[config.mk]
export PLATFORM = sky130hd
export DESIGN_NAME = fetch_sequencer
export DESIGN_NICKNAME = d
export VERILOG_FILES = /design/src/rtl/riscv_pkg.sv /design/src/rtl/fetch_sequencer.sv
export SDC_FILE = /design/constraint.sdc
export NUM_CORES = 1
export LEC_CHECK = 0
export ABC_AREA = 1
export CELL_PAD_IN_SITES_DETAIL_PLACEMENT = 1
export CELL_PAD_IN_SITES_GLOBAL_PLACEMENT = 1
export CORE_ASPECT_RATIO = 0.5
export CORE_UTILIZATION = 35
export DETAILED_ROUTE_END_ITERATION = 10
export PLACE_DENSITY = 0.88
export SYNTH_ARGS = -nofsm -noshare
export SYNTH_HDL_FRONTEND = slang
export SYNTH_SLANG_ARGS = --single-unit
[constraint.sdc]
create_clock -name clk -period 4.7 [get_ports clk]
set_input_delay 1.41 -clock clk [delete_from_list [all_inputs] [get_ports clk]]
set_output_delay 1.41 -clock clk [all_outputs]
set_load 0.01 [all_outputs]
[src/rtl/riscv_pkg.sv]
// Shared RISC-V definitions: opcode encodings and the fetch sequencer state type.
package riscv_pkg;

  localparam logic [6:0] R_TYPE      = 7'b0110011;
  localparam logic [6:0] I_TYPE      = 7'b0010011;
  localparam logic [6:0] U_TYPE      = 7'b0110111;
  localparam logic [6:0] I_TYPE_LOAD = 7'b0000011;
  localparam logic [6:0] S_TYPE      = 7'b0100011;
  localparam logic [6:0] B_TYPE      = 7'b1100011;
  localparam logic [6:0] JAL         = 7'b1101111;
  localparam logic [6:0] JALR        = 7'b1100111;
  localparam logic [6:0] HALT        = 7'b1111111;

  typedef enum logic [2:0] {
    IDLE   = 3'd0,
    REQ    = 3'd1,
    WAIT   = 3'd2,
    HOLD   = 3'd3,
    HALTED = 3'd4
  } fetch_state_t;

endpackage

[src/rtl/fetch_sequencer.sv]
// Owns the PC, issues one instruction-memory read at a time and presents the
// returned word to decode; the controller's verdicts pick the next PC.
module fetch_sequencer
  import riscv_pkg::*;
#(
  parameter int unsigned     PC_W     = 32,
  parameter logic [PC_W-1:0] RESET_PC = '0
) (
  input  logic            clk,
  input  logic            reset,
  output logic            imem_req_valid,
  input  logic            imem_req_ready,
  output logic [PC_W-1:0] imem_addr,
  input  logic            imem_rsp_valid,
  input  logic [31:0]     imem_rsp_data,
  output logic            inst_valid,
  input  logic            inst_ready,
  output logic [31:0]     inst,
  output logic [PC_W-1:0] inst_pc,
  input  logic            redirect_valid,
  input  logic [PC_W-1:0] redirect_target,
  input  logic            halt,
  output logic            halted,
  output logic [31:0]     retire_count
);

  fetch_state_t    state_q;
  logic [PC_W-1:0] pc_q, pc_d;
  logic [PC_W-1:0] inst_pc_q;
  logic [31:0]     inst_q;
  logic [31:0]     retire_q;
  logic            req_q, ival_q, halted_q;

  // Next PC for a non-halting handshake; redirect targets are forced word-aligned.
  always_comb begin
    pc_d = pc_q + PC_W'(4);
    if (redirect_valid) pc_d = {redirect_target[PC_W-1:2], 2'b00};
  end

  always_ff @(posedge clk) begin
    if (reset) begin
      state_q   <= IDLE;
      pc_q      <= RESET_PC;
      inst_q    <= '0;
      inst_pc_q <= '0;
      retire_q  <= '0;
      req_q     <= 1'b0;
      ival_q    <= 1'b0;
      halted_q  <= 1'b0;
    end else begin
      case (state_q)
        IDLE: begin
          state_q <= REQ;
          req_q   <= 1'b1;
        end
        REQ: begin
          if (imem_req_ready) begin
            state_q <= WAIT;
            req_q   <= 1'b0;
          end
        end
        WAIT: begin
          if (imem_rsp_valid) begin
            inst_q    <= imem_rsp_data;
            inst_pc_q <= pc_q;
            ival_q    <= 1'b1;
            state_q   <= HOLD;
          end
        end
        HOLD: begin
          if (inst_ready) begin
            retire_q <= retire_q + 32'd1;
            ival_q   <= 1'b0;
            // Halt outranks any redirect raised by the same instruction.
            if (halt) begin
              state_q  <= HALTED;
              halted_q <= 1'b1;
            end else begin
              pc_q    <= pc_d;
              state_q <= REQ;
              req_q   <= 1'b1;
            end
          end
        end
        HALTED: ;
        default: begin
          state_q <= IDLE;
          req_q   <= 1'b0;
          ival_q  <= 1'b0;
        end
      endcase
    end
  end

  assign imem_req_valid = req_q;
  assign imem_addr      = (state_q == IDLE) ? '0 : pc_q;
  assign inst_valid     = ival_q;
  assign inst           = inst_q;
  assign inst_pc        = inst_pc_q;
  assign halted         = halted_q;
  assign retire_count   = retire_q;

endmodule

* After elaboration in Yosys (flattened, before gate mapping) *
Cells that the tools add are included.

cells by class
  $add $sub $neg = 2
  eq/ne operators = 8
  muxes and demuxes = 14
  bitwise gates (word level) = 4
  reduce and logical (&&, ||, !) cells = 10

operator list
  cell                   count
  $mux 32                2
  $add 32x1->32 const B  1
  $add 32x3->32 const B  1
  $pmux 3 s5             1
  $mux 3                 4
  $reduce_and 3->1       3
  $ne 2x2->1 const B     4
  $reduce_and 4->1       2
  $eq 3x2->1 const B     2
  $mux 1                 5
  $not 1->1              4
  $pmux 1 s4             1
  $reduce_and 2->1       2
  $eq 3x1->1 const B     1
  $eq 3x3->1 const B     1
  $logic_not 3->1        1
  $pmux 1 s3             1
  $reduce_or 3->1        1
  $reduce_or 2->1        1

storage, ports and cells
  output and inout port bits = 131
  logic and storage cells = 46
  bits in registers = 134
  input bits = 71

* Logic depth before layout (Yosys ltp) *
  depth after elaboration = 4
  depth in mapped cells = 11
  gate-level depth less buffers = 11

* Worst setup path after synthesis *
Ideal clock, no wire load.

  path type = register -> output
  start = register state_q[0]
  end = output imem_addr[10]
  required time = 3.290 ns
  slack = 2.222 ns
  arrival = 1.068 ns
  cell stages (with the launch flop) = 6
  buffers on the path = 1
  cells stage by stage = dfxtp_1 -> nor2_1 -> inv_1 -> nor2_1 -> clkbuf_1 -> nor2_1

on the way
  longest elaborated chain between the ends = 2

ends and longest elaborated chain
  element                 line                   RTL
  from (decl)             fetch_sequencer.sv:27  fetch_state_t state_q;
  from (signal assigned)  fetch_sequencer.sv:42  state_q <= IDLE;
  from (signal assigned)  fetch_sequencer.sv:53  state_q <= REQ;
  from (signal assigned)  fetch_sequencer.sv:58  state_q <= WAIT;
  $logic_not 3->1         fetch_sequencer.sv:96  assign imem_addr = (state_q == IDLE) ? '0 : pc_q;
  $mux 32                 fetch_sequencer.sv:96
  to (decl)               fetch_sequencer.sv:13  output logic [PC_W-1:0] imem_addr,

Every way passes these cells.

* Worst setup path in the final report *
  start = register state_q[1]
  end = output imem_addr[13]

The elaborated chain is that of the path after synthesis.

==> impl_metrics.env <==
export IMPL_wl_met1_mm=11.3
export IMPL_clkTransAtPathRegs_ns=0.06
export IMPL_skew_ns=0.00956
export IMPL_cts_tree="built"
export IMPL_ir_drop_v=0.000254
export IMPL_synthCells=1082
export IMPL_grt_pass1_wl_mm=41.4
export IMPL_design_area_um2=9470
export IMPL_p_per_area_nw_per_um2=328
export IMPL_path_buf_inv=3
export IMPL_status="complete, no violations"
export IMPL_wl_mm=25.6
export IMPL_num_antenna_cells=0
export IMPL_firstDrtPassIters=5
export IMPL_final_period_utilization_pct=86.1
export IMPL_critPathArrivalTime_ns=2.64
export IMPL_area_growth_pct=40.1
export IMPL_h_tree_depth=4
export IMPL_dr_wl_met2_mm=12.9
export IMPL_core_area_um2=18700
export IMPL_max_freq_mhz=247
export IMPL_clock_latency_ns=0.42
export IMPL_maxCapViolations=0
export IMPL_nNetsFinal=1327
export IMPL_wl_met3_um=808
export IMPL_post_drt_wl_per_cell_um=16.8
export IMPL_cpMostUsedCell="nor2_1"
export IMPL_p_leak_nw=3.09
export IMPL_worst_slew_pin_slew_ns=0.997
export IMPL_clkSinkCount=130
export IMPL_synth_area_um2=6760
export IMPL_critPathTopFamily="simple AND/OR/NAND/NOR gates"
export IMPL_die_height_um=100
export IMPL_ant_nets=0
export IMPL_dp_hpwl_mm=18.0
export IMPL_ys_types=32
export IMPL_worstReg2RegStart="pc_q[3]"
export IMPL_vias=7795
export IMPL_yosys_area_top_type_share_pct=38.5
export IMPL_grt_pass1_vias=8132
export IMPL_min_path_type="reg -> reg"
export IMPL_multiInputGateArea_um2=3640
export IMPL_cp_startpoint="state_q[1]"
export IMPL_dieArea_um2=19900
export IMPL_maxSlewViolCount=0
export IMPL_worstPathMaxFanout=18
export IMPL_cts_root_buffer="clkbuf_16"
export IMPL_grtUsageTotal_pct=26.0
export IMPL_top_layer="met4"
export IMPL_cts_hold_buffers=0
export IMPL_ys_warn_count=0
export IMPL_first_iter_violations=431
export IMPL_grt_max_degree=87
export IMPL_layout_min_cycle_time_ns=4.05
export IMPL_place_area_um2=8860
export IMPL_drive_gt1_share_pct=5.05
export IMPL_layout_common_cells="nand2_1, clkdlybuf4s50_1, nor2_1, dfxtp_1, a21oi_1"
export IMPL_cts_setup_buffers=0
export IMPL_critPathKind="reg -> out"
export IMPL_grt_overflow_total=0
export IMPL_portBuffers=195
export IMPL_ys_top_cells_by_area="dfxtp_1, nand2_1, nor2_1, a21oi_1, nand3_1"
export IMPL_setup_worst_path_end_class="primary output"
export IMPL_finalSetupTns_ns=0
export IMPL_drc=0
export IMPL_finalSetupViolCount=0
export IMPL_worstHoldStart="halted"
export IMPL_start_util_pct=36.2
export IMPL_synth_seq_area_share_pct=38.5
export IMPL_antenna_found_initial=0
export IMPL_seq_area_um2=2600
export IMPL_hold_viol=0
export IMPL_clock_path_buffers=2
export IMPL_rsz0062_at_grt="false"
export IMPL_routed_via_density=5.11
export IMPL_critical_path_slowest_cell="nor2_2"
export IMPL_layout_commonest_cell="nand2_1"
export IMPL_cts_made_buffers=17
export IMPL_max_stage_delay_ns=0.70
export IMPL_die_w_um=199
export IMPL_ys_ff_latch=130
export IMPL_gp_congestion=0.892
export IMPL_startpoint_type="register"
export IMPL_cts_resized=0
export IMPL_crit_path_cell_trace="nor2_1 -> inv_1 -> nor2_2 -> buf_4 -> nor2_1 -> clkdlybuf4s50_1"
export IMPL_slew_limit_headroom_pct=33.5
export IMPL_yosysTopAreaCell="dfxtp_1"
export IMPL_nFillCells=2491
export IMPL_critPathRequiredTime_ns=3.29
export IMPL_io_pins=202
export IMPL_rows=35
export IMPL_syn_area_per_cell_um2=6.25
==> Yosys cell counts, drive strengths merged <==
cell	n
nor2	185
o21bai	1
nand2	328
a31oi	4
nor4	1
nand4	9
inv	78
nor3b	1
clkbuf	37
conb	1
nand3b	6
ha	2
buf	16
dfxtp	130
o21a	2
or2	1
xor2	4
o31ai	2
o21ai	38
a21oi	117
nand3	110
a221oi	1
and2	1
nor3	7
==> per-stage QoR <==
stage / utilization [%] / power (W) / cells / hold slack [ns] / setup slack, ns
after detailed placement: 47.5 / 0.00173 / 1494 / 0.453 / 1.09
after floorplan: - / 0.00150 / 1085 / 0.470 / 2.22
final: 50.8 / 0.00311 / 1526 / 0.460 / 0.652
after CTS: 50.8 / 0.00312 / 1526 / 0.462 / 0.645
after global routing: 50.8 / 0.00323 / 1526 / 0.480 / 0.458
after global placement: 47.5 / 0.00171 / 1494 / 0.443 / 1.16
==> power breakdown <==
part	switching (W)	leakage [nW]	internal, W
clock network	0.000558	0.279	0.000840
registers	0.0000423	1.05	0.00115
logic	0.000328	1.76	0.000193
==> final cells by class <==
class	count	area share, %
Tap cell	259	3.42
Inverter	78	3.09
Clock inverter	15	1.94
Sequential cell	130	27.5
Multi-Input combinational cell	824	38.4
Clock buffer	17	4.49
Timing Repair Buffer	203	21.2
==> tightest hold or removal path, delay by kind of cell (launching register included) <==
| family | cells | cell delay, ns |
|---|---|---|
| buffers and inverters | 1 | 0.05 |
| AO/OA/AOI/OAI | 1 | 0.06 |
| flip-flops | 1 | 0.31 |
==> flip-flops by register name, summed over array words and instances, names as in the netlist <==
| signal | flops |
|---|---|
| halted | 1 |
| inst_pc | 30 |
| inst | 32 |
| state_q | 3 |
| imem_req_valid | 1 |
| pc_q | 30 |
| inst_valid | 1 |
| retire_count | 32 |
==> final timing paths <==
| path | endpoint | slack, ns | cells after the start |
|---|---|---|---|
| max | imem_addr[13] | 0.65 | 6 |
| min | halted | 0.46 | 2 |
| min reg2reg | halted | 0.46 | 2 |
| max reg2reg | pc_q[24] | 2.52 | 10 |
==> cells by family (layout without fill, tap and decap cells) <==
kind of cell	Yosys count	after routing	synth area share (%)
and+or+nand+nor	649	649	40.1
AOI/OAI and AO/OA	165	165	12.5
adders and majority gates	2	2	0.370
other	1	4	0.0555
xor gates and xnor gates	4	4	0.518
buffers and inverters	131	313	7.90
DFF	130	130	38.5
==> per-layer routing <==
metal  GRT usage (%)  vias to the layer above
met5               0                        -
met4            9.23                        0
met2            46.6                      156
li1                -                     3820
met3            4.10                       50
met1            31.6                     3769
Note: power is estimated with default switching activity, not from simulation.
